File: config.mk
export PLATFORM = sky130hd
export DESIGN_NAME = ascii_distance_rx_flat
export DESIGN_NICKNAME = d
export VERILOG_FILES = /design/src/rtl/ascii_distance_rx_if.sv /design/src/rtl/ascii_distance_rx.sv /design/src/flat_wrapper.sv
export SDC_FILE = /design/constraint.sdc
export NUM_CORES = 1
export LEC_CHECK = 0
export ABC_AREA = 1
export CORE_ASPECT_RATIO = 1.2
export CORE_UTILIZATION = 35
export CTS_CLUSTER_SIZE = 12
export DETAILED_ROUTE_END_ITERATION = 7
export GPL_ROUTABILITY_DRIVEN = 0
export HOLD_SLACK_MARGIN = 0.15
export PLACE_DENSITY_LB_ADDON = 0.25
export SYNTH_ARGS = -nofsm -noshare
export SYNTH_HDL_FRONTEND = slang
export SYNTH_SLANG_ARGS = --single-unit
File: constraint.sdc
create_clock -name clk -period 2.9 [get_ports clk]
set_clock_uncertainty 0.15 [all_clocks]
set_input_delay 0.435 -clock clk [delete_from_list [all_inputs] [get_ports clk]]
set_output_delay 0.435 -clock clk [all_outputs]
set_load 0.05 [all_outputs]
File: src/rtl/ascii_distance_rx_if.sv
// Serial line and decoded-telemetry signals of the distance link receiver.
// slave: the receiver (takes rx, drives results); master: the peer that
// drives the line and consumes the results.
interface ascii_distance_rx_if;
    logic        rx;
    logic [7:0]  rx_byte;
    logic        rx_byte_valid;
    logic [15:0] value;
    logic        value_valid;
    logic        frame_err;
    logic        parse_err;

    modport slave (
        input  rx,
        output rx_byte, rx_byte_valid, value, value_valid, frame_err, parse_err
    );

    modport master (
        output rx,
        input  rx_byte, rx_byte_valid, value, value_valid, frame_err, parse_err
    );
endinterface

File: src/rtl/ascii_distance_rx.sv
// UART 8N1 receiver plus line parser for the "DDDDD\r\n" distance stream.
//
// RX FSM
//   state   | meaning
//   R_IDLE  | wait for line idle-high (after reset), then for a start bit
//   R_START | half-bit delay, confirm start bit still low at mid-start
//   R_DATA  | sample 8 data bits at mid-bit, LSB first
//   R_STOP  | sample stop bit at mid-stop, accept byte or flag frame error
//
// Parser FSM
//   state   | meaning
//   P_SYNC  | drop bytes until LF (line boundary)
//   P_DIGIT | collect NUM_DIGITS decimal digits into acc
//   P_CR    | expect CR
//   P_LF    | expect LF, publish value if it fits 16 bits
module ascii_distance_rx #(
    parameter int CLK_HZ       = 12000000,
    parameter int BAUD         = 9600,
    parameter int CLKS_PER_BIT = CLK_HZ / BAUD,
    parameter int NUM_DIGITS   = 5
) (
    input  logic clk,
    input  logic rst_n,
    ascii_distance_rx_if.slave bus
);

    localparam int CNT_W = (CLKS_PER_BIT > 2) ? $clog2(CLKS_PER_BIT) : 1;
    localparam int DCW   = $clog2(NUM_DIGITS + 1);
    localparam logic [CNT_W-1:0] BIT_LAST  = CNT_W'(CLKS_PER_BIT - 1);
    localparam logic [CNT_W-1:0] HALF_LAST = CNT_W'(CLKS_PER_BIT / 2 - 1);
    localparam logic [DCW-1:0]   DIG_LAST  = DCW'(NUM_DIGITS - 1);

    typedef enum logic [1:0] {R_IDLE, R_START, R_DATA, R_STOP} r_state_t;
    typedef enum logic [1:0] {P_SYNC, P_DIGIT, P_CR, P_LF} p_state_t;

    logic             rx_meta, rx_s;
    r_state_t         r_state, r_next;
    logic [CNT_W-1:0] cnt, cnt_d;
    logic [2:0]       bit_idx, bit_d;
    logic [7:0]       shift, shift_d;
    logic             armed, armed_d;
    logic             stop_ok, stop_bad;

    logic [7:0]       rx_byte_r;
    logic             rx_byte_valid_r;
    logic             frame_err_r;

    p_state_t         p_state, p_next;
    logic [16:0]      acc, acc_d, acc_x10;
    logic [DCW-1:0]   dcnt, dcnt_d;
    logic [15:0]      value_r, value_d;
    logic             value_valid_r, value_valid_d;
    logic             parse_err_r, parse_err_d;
    logic             is_digit, is_cr, is_lf;

    // Two-flop synchronizer for the asynchronous serial input.
    always_ff @(posedge clk or negedge rst_n) begin
        if (!rst_n) begin
            rx_meta <= 1'b1;
            rx_s    <= 1'b1;
        end else begin
            rx_meta <= bus.rx;
            rx_s    <= rx_meta;
        end
    end

    // RX state register.
    always_ff @(posedge clk or negedge rst_n) begin
        if (!rst_n) r_state <= R_IDLE;
        else        r_state <= r_next;
    end

    // RX next-state and bit-timing control. Until one full bit time of
    // idle-high has been seen, a low line is not taken as a start bit, so a
    // reset released mid-frame does not lock onto a data bit.
    always_comb begin
        r_next   = r_state;
        cnt_d    = cnt;
        bit_d    = bit_idx;
        shift_d  = shift;
        armed_d  = armed;
        stop_ok  = 1'b0;
        stop_bad = 1'b0;
        case (r_state)
            R_IDLE: begin
                if (!armed) begin
                    if (rx_s) begin
                        if (cnt == BIT_LAST) armed_d = 1'b1;
                        else                 cnt_d   = cnt + 1'b1;
                    end else begin
                        cnt_d = '0;
                    end
                end else if (!rx_s) begin
                    r_next = R_START;
                    cnt_d  = HALF_LAST;
                end
            end
            R_START: begin
                if (cnt == '0) begin
                    if (!rx_s) begin
                        r_next = R_DATA;
                        cnt_d  = BIT_LAST;
                        bit_d  = '0;
                    end else begin
                        r_next = R_IDLE;
                    end
                end else begin
                    cnt_d = cnt - 1'b1;
                end
            end
            R_DATA: begin
                if (cnt == '0) begin
                    shift_d = {rx_s, shift[7:1]};
                    cnt_d   = BIT_LAST;
                    if (bit_idx == 3'd7) r_next = R_STOP;
                    else                 bit_d  = bit_idx + 1'b1;
                end else begin
                    cnt_d = cnt - 1'b1;
                end
            end
            R_STOP: begin
                if (cnt == '0) begin
                    r_next   = R_IDLE;
                    stop_ok  = rx_s;
                    stop_bad = !rx_s;
                end else begin
                    cnt_d = cnt - 1'b1;
                end
            end
            default: r_next = R_IDLE;
        endcase
    end

    // RX datapath registers and byte/frame-error strobes.
    always_ff @(posedge clk or negedge rst_n) begin
        if (!rst_n) begin
            cnt             <= '0;
            bit_idx         <= '0;
            shift           <= '0;
            armed           <= 1'b0;
            rx_byte_r       <= '0;
            rx_byte_valid_r <= 1'b0;
            frame_err_r     <= 1'b0;
        end else begin
            cnt             <= cnt_d;
            bit_idx         <= bit_d;
            shift           <= shift_d;
            armed           <= armed_d;
            rx_byte_valid_r <= stop_ok;
            frame_err_r     <= stop_bad;
            if (stop_ok) rx_byte_r <= shift;
        end
    end

    assign is_digit = (rx_byte_r >= 8'h30) && (rx_byte_r <= 8'h39);
    assign is_cr    = (rx_byte_r == 8'h0D);
    assign is_lf    = (rx_byte_r == 8'h0A);
    assign acc_x10  = {acc[13:0], 3'b000} + {acc[15:0], 1'b0};

    // Parser state register.
    always_ff @(posedge clk or negedge rst_n) begin
        if (!rst_n) p_state <= P_SYNC;
        else        p_state <= p_next;
    end

    // Parser next-state, accumulator update and result strobes.
    always_comb begin
        p_next        = p_state;
        acc_d         = acc;
        dcnt_d        = dcnt;
        value_d       = value_r;
        value_valid_d = 1'b0;
        parse_err_d   = 1'b0;
        if (frame_err_r) begin
            p_next = P_SYNC;
            acc_d  = '0;
            dcnt_d = '0;
        end else if (rx_byte_valid_r) begin
            case (p_state)
                P_SYNC: begin
                    if (is_lf) begin
                        p_next = P_DIGIT;
                        acc_d  = '0;
                        dcnt_d = '0;
                    end
                end
                P_DIGIT: begin
                    if (is_digit) begin
                        acc_d = acc_x10 + {13'd0, rx_byte_r[3:0]};
                        if (dcnt == DIG_LAST) p_next = P_CR;
                        else                  dcnt_d = dcnt + 1'b1;
                    end else begin
                        parse_err_d = 1'b1;
                        acc_d       = '0;
                        dcnt_d      = '0;
                        p_next      = is_lf ? P_DIGIT : P_SYNC;
                    end
                end
                P_CR: begin
                    if (is_cr) begin
                        p_next = P_LF;
                    end else begin
                        parse_err_d = 1'b1;
                        acc_d       = '0;
                        dcnt_d      = '0;
                        p_next      = is_lf ? P_DIGIT : P_SYNC;
                    end
                end
                P_LF: begin
                    acc_d  = '0;
                    dcnt_d = '0;
                    if (is_lf) begin
                        p_next = P_DIGIT;
                        if (!acc[16]) begin
                            value_d       = acc[15:0];
                            value_valid_d = 1'b1;
                        end else begin
                            parse_err_d = 1'b1;
                        end
                    end else begin
                        parse_err_d = 1'b1;
                        p_next      = P_SYNC;
                    end
                end
                default: p_next = P_SYNC;
            endcase
        end
    end

    // Parser datapath registers.
    always_ff @(posedge clk or negedge rst_n) begin
        if (!rst_n) begin
            acc           <= '0;
            dcnt          <= '0;
            value_r       <= '0;
            value_valid_r <= 1'b0;
            parse_err_r   <= 1'b0;
        end else begin
            acc           <= acc_d;
            dcnt          <= dcnt_d;
            value_r       <= value_d;
            value_valid_r <= value_valid_d;
            parse_err_r   <= parse_err_d;
        end
    end

    assign bus.rx_byte       = rx_byte_r;
    assign bus.rx_byte_valid = rx_byte_valid_r;
    assign bus.value         = value_r;
    assign bus.value_valid   = value_valid_r;
    assign bus.frame_err     = frame_err_r;
    assign bus.parse_err     = parse_err_r;

endmodule

File: src/flat_wrapper.sv
// flat-port wrapper written by rule: the top's interface ports become plain ports
module ascii_distance_rx_flat 
#(
    parameter int CLK_HZ       = 12000000,
    parameter int BAUD         = 9600,
    parameter int CLKS_PER_BIT = CLK_HZ / BAUD,
    parameter int NUM_DIGITS   = 5
)
  (clk, rst_n, bus_rx, bus_rx_byte, bus_rx_byte_valid, bus_value, bus_value_valid, bus_frame_err, bus_parse_err);
  ascii_distance_rx_if bus_i ();
  input  logic clk;
  input  logic rst_n;
  input wire logic [$bits(bus_i.rx)-1:0] bus_rx;
  output wire logic [$bits(bus_i.rx_byte)-1:0] bus_rx_byte;
  output wire logic [$bits(bus_i.rx_byte_valid)-1:0] bus_rx_byte_valid;
  output wire logic [$bits(bus_i.value)-1:0] bus_value;
  output wire logic [$bits(bus_i.value_valid)-1:0] bus_value_valid;
  output wire logic [$bits(bus_i.frame_err)-1:0] bus_frame_err;
  output wire logic [$bits(bus_i.parse_err)-1:0] bus_parse_err;
  assign bus_i.rx = bus_rx;
  assign bus_rx_byte = bus_i.rx_byte;
  assign bus_rx_byte_valid = bus_i.rx_byte_valid;
  assign bus_value = bus_i.value;
  assign bus_value_valid = bus_i.value_valid;
  assign bus_frame_err = bus_i.frame_err;
  assign bus_parse_err = bus_i.parse_err;
  ascii_distance_rx #(.CLK_HZ(CLK_HZ), .BAUD(BAUD), .CLKS_PER_BIT(CLKS_PER_BIT), .NUM_DIGITS(NUM_DIGITS)) u_core (.clk(clk), .rst_n(rst_n), .bus(bus_i));
endmodule
## Word-level counts from Yosys, hierarchy flattened

Cells that the tools add are included.

- Flip-flop bits (word level): 77
- Latch bits: 0
- RAM bits: 0
- Bits in read-only memories: 0
- Bits of input ports: 3
- Output and inout bits: 28
- Memories kept: 0

- $add $sub $neg: 6
- $mul: 0
- Div/mod/pow operators: 0
- $lt $le $gt $ge: 2
- Eq/ne operators: 27
- Shifts and indexed selects: 0
- Multiplexer cells: 62
- Bitwise operators: 2
- Reductions and logical operators: 15

Operators by type and width:

| operator | count |
|---|---|
| 2-to-1 mux 11 bit | 8 |
| 2-to-1 mux 17 bit | 5 |
| case mux 17 bit (4 select lines) | 1 |
| case mux 11 bit (4 select lines) | 1 |
| 2-to-1 mux 3 bit | 10 |
| 2-to-1 mux 2 bit | 13 |
| 2-to-1 mux 1 bit | 19 |
| adder 17 bit | 1 |
| adder 17 x 4 -> 17 bit | 1 |
| equality test 8 x 4 -> 1 bit (second input constant) | 2 |
| case mux 2 bit (4 select lines) | 2 |
| case mux 3 bit (4 select lines) | 1 |
| adder 11 x 1 -> 11 bit (second input constant) | 1 |
| equality test 11 bit (second input constant) | 1 |
| zero test 11 bit | 1 |
| subtractor 11 x 1 -> 11 bit (second input constant) | 1 |
| != test 2 x 1 -> 1 bit (second input constant) | 5 |
| AND reduction 5 bit | 2 |
| != test 3 bit (second input constant) | 3 |
| equality test 2 bit (second input constant) | 4 |
| greater-or-equal comparator 8 x 6 -> 1 bit (second input constant) | 1 |
| less-or-equal comparator 8 x 6 -> 1 bit (second input constant) | 1 |
| != test 2 bit (second input constant) | 4 |
| != test 4 x 3 -> 1 bit (second input constant) | 2 |
| other kinds (16) | 24 |

## Depth between registers and ports, before layout

- Word-level depth: 6
- Gate-level depth with buffers: 13
- Gate-level depth less buffers: 13

## Least setup slack after synthesis

OpenSTA, ideal clock, no wires.

- Kind: flip-flop to flip-flop
- From: reg u_core.rx_byte_r[3] (netlist: u_core.bus.rx_byte[3])
- To: reg u_core.acc[10]
- Setup time: 117 ps
- Arrival: 2508 ps
- Data required time: 2633 ps
- Setup slack: 125 ps
- Cell stages (with the launch flop): 12
- Path buffers: 0
- Path through: dfrtp_1 -> inv_1 -> fa_1 -> inv_1 -> fa_1 -> nand3_1 -> nand2_1 -> nand2_1 -> nand3_1 -> or2_2 -> nand3_1 -> nand2_1

- Word-level cells in the longest chain between the ends: 6

RTL lines:

| element | line | RTL |
|---|---|---|
| from (decl) | ascii_distance_rx.sv:44 | `logic [7:0] rx_byte_r;` |
| from (signal assigned) | ascii_distance_rx.sv:151 | `if (stop_ok) rx_byte_r <= shift;` |
| branches (longest 6 deep; another with adder 17 x 4 -> 17 bit) | - |  |
| to (signal assigned) | ascii_distance_rx.sv:233 | `acc <= '0;` |
| to (signal assigned) | ascii_distance_rx.sv:239 | `acc <= acc_d;` |
| to (decl) | ascii_distance_rx.sv:49 | `logic [16:0] acc, acc_d, acc_x10;` |

Parallel ways; which one is timed is not known. The select of a mux whose other input is x is not followed.
A chain may end at the register's enable or synchronous reset.

## Worst setup path after layout

Ends and elaborated chain as after synthesis.

==> impl_metrics.json <==
{
  "status": "complete, no violations",
  "pwr_density_cell_nw_per_um2": 420,
  "fill_cells": 1498,
  "critPathRequiredTime_ns": 2.98,
  "cts_max_path_buffers": 2,
  "grtUsageTotal": 0.164,
  "portBuffers": 30,
  "antenna_found_initial": 0,
  "grt_start_max_net_pins": 53,
  "num-nets-final": 775,
  "p_switching_w": 0.000598,
  "drv_cap": 0,
  "p_comb_frac": 0.102,
  "grt_overflow": 0,
  "layout_commonest_cell": "nand2_1",
  "synth_seq_cells": 77,
  "crit_arrival_ns": 2.65,
  "p_leak_nw": 3.16,
  "clk_pin_slew_worst_paths_ns": 0.06,
  "endpoint_kind": "register",
  "worstMarginPinSlew_ns": 0.589,
  "drcViolationCount": 0,
  "final.min_clock_period_ns": 2.58,
  "start_util": 0.357,
  "crit_fanout": 4,
  "tritoncts": "yes",
  "via_count": 4419,
  "worstHoldStart": "u_core.rx_meta",
  "io_pins": 31,
  "setup-violations-final": 0,
  "first_global_vias": 4384,
  "diodes": 0,
  "rsz0062_at_grt": "no",
  "drtIter0Drc": 187,
  "clock-sinks": 77,
  "viasPerCell": 4.86,
  "die_w_um": 113,
  "die-area_um2": 15100,
  "area_growth_pct": 14.2,
  "clk_latency_ns": 0.33,
  "syn-num-nets": 744,
  "netlist_instances": 699,
  "design.core.area_um2": 14400,
  "cts_root_buf": "clkbuf_16",
  "crit_start": "u_core.bus.rx_byte[3]",
  "die_h_um": 135,
  "r2r_start": "u_core.bus.rx_byte[3]",
  "synth_warnings": 0,
  "total_power_w": 0.00246,
  "netSwitchingFraction": 0.243,
  "netlist_area_um2": 5130,
  "cts_post_setup_buffers_inserted": 0,
  "timing.fmax_mhz": 388,
  "setup-tns-final_ns": 0,
  "clock_power_share": 0.449,
  "cp-start-kind": "register",
  "multi_input_comb_area_um2": 2760,
  "grt_pass1_wl_um": 19900,
  "drt.antenna.violating_nets": 0,
  "yosys.cell_types.count": 39,
  "yosysSeqAreaShare": 0.376,
  "worstHoldPathType": "register to register",
  "row_count": 48,
  "cts_inserted_buffers": 9,
  "ir_worst_vdd_mv": 0.200,
  "mostFrequentLayoutCells": "nand2_1, inv_1, dfrtp_1, nand3_1, nor2_1",
  "seqCellArea_um2": 1930,
  "wl_per_cell_um": 12.5,
  "p_int_w": 0.00186,
  "post_route_cells_drive_above_1_share": 0.0612,
  "slew_headroom": 0.606,
  "cts.htree.levels": 3,
  "finalMaxSlewViolations": 0,
  "dp_hpwl_um": 8770,
  "worstSetupPathType": "register to register",
  "final-hold-violation-count": 0,
  "seq_power_share": 0.450,
  "drt_wl_total_um": 11300,
  "firstDrtPassIters": 4,
  "fin_crit_sh": 0.889,
  "syn_area_per_cell_um2": 7.34
}
[power by group through the flow]
| stage | combinational, W | clock [W] | sequential, W |
|---|---|---|---|
| finish | 0.000250 | 0.00110 | 0.00111 |
| global route | 0.000280 | 0.00118 | 0.00111 |
| CTS | 0.000252 | 0.00115 | 0.00111 |
| detailed placement | 0.000250 | 0 | 0.00112 |
| global placement | 0.000245 | 0 | 0.00112 |
| floorplan | 0.000202 | 0 | 0.00111 |
[registers in the layout (all words and copies together) (netlist names), named ones only]
register / cells
u_core.bit_idx: 3
u_core.cnt: 11
u_core.rx_meta: 1
u_core.bus.rx_byte: 8
u_core.acc: 17
u_core.p_state: 2
u_core.bus.value: 16
u_core.bus.value_valid: 1
u_core.bus.rx_byte_valid: 1
u_core.armed: 1
u_core.r_state: 1
u_core.shift: 8
u_core.bus.parse_err: 1
u_core.dcnt: 3
u_core.bus.frame_err: 1
u_core.rx_s: 1
[repair_timing]
item | 4_1_cts | 5_1_grt
hold buffers | 1 | 0
setup endpoints to repair | 0 | 0
resized for setup | 0 | 0
hold endpoints to repair | 23 | 0
[cells in the mapped netlist (all sizes together)]
master,count,share of area
a21o,1,0.0015
a21oi,18,0.018
a221oi,1,0.0017
and2,3,0.0037
and3,1,0.0012
buf,10,0.018
clkbuf,3,0.0044
dfrtp,75,0.37
dfstp,2,0.010
fa,2,0.0078
ha,40,0.098
inv,85,0.063
nand2,253,0.19
nand3,65,0.071
nand3b,2,0.0029
nand4,7,0.0085
nor2,57,0.050
nor3,8,0.010
nor3b,1,0.0015
o21ai,49,0.049
o21bai,1,0.0015
o31ai,1,0.0015
or2,3,0.0037
xor2,11,0.019
[per-layer routing]
layer  up-vias  global-route usage  wire [µm]
met2        73               0.274       5480
li1       2288                   -          -
met3        24              0.0283        327
met5         -                   0          0
met4         0              0.0822        284
met1      2034               0.203       5250
[per-stage QoR]
step / setup WS [ns] / hold slack [ns] / util / cell area, µm² / std cells
after floorplan: 0.125 / -0.0106 / - / 5130 / 699
after global placement: 0.400 / 0.198 / 0.387 / 5560 / 893
after detailed placement: 0.328 / 0.201 / 0.387 / 5560 / 893
after CTS: 0.314 / 0.210 / 0.408 / 5860 / 910
after global routing: 0.197 / 0.215 / 0.408 / 5860 / 910
final: 0.322 / 0.206 / 0.408 / 5860 / 910
[cell type report]
cell class,count,area share
Clock buffer,15,0.0440
Clock inverter,1,0.00512
Inverter,85,0.0553
Multi-Input combinational cell,524,0.472
Sequential cell,77,0.329
Tap cell,175,0.0374
Timing Repair Buffer,33,0.0572
[path summary, 6_finish.rpt]
| kind | slack [ns] | to | depth (start not counted) |
|---|---|---|---|
| worst max-delay path | 0.32 | u_core.acc[10] | 11 |
| worst min-delay path | 0.21 | u_core.rx_s | 0 |
| worst max register to register | 0.32 | u_core.acc[10] | 11 |
| worst min register to register | 0.21 | u_core.rx_s | 0 |
| max in group asynchronous | 1.60 | u_core.acc[7] | 3 |
| min in group asynchronous | 0.41 | u_core.bus.value[14] | 2 |
[worst max-delay path, cell delays in order, from the launching register on]
cell and delay, ns:
dfrtp_1 0.39, inv_1 0.10, fa_1 0.54, inv_1 0.07, fa_1 0.46, nand3_1 0.10
nand2_1 0.11, nand2_1 0.08, nand3_1 0.08, or2_2 0.28, nand3_1 0.07, nand2_1 0.05
[kinds of logic after synthesis]
family                   count (synthesis)  share of synthesized area
XOR/XNOR                                11                     0.0188
adder cells (fa/ha/maj)                 42                      0.105
buffers and inverters                   98                     0.0851
AO/OA/AOI/OAI                           71                     0.0729
AND/OR/NAND/NOR                        400                      0.342
flip-flops                              77                      0.376
No activity file was read; power rests on OpenSTA's default activity.
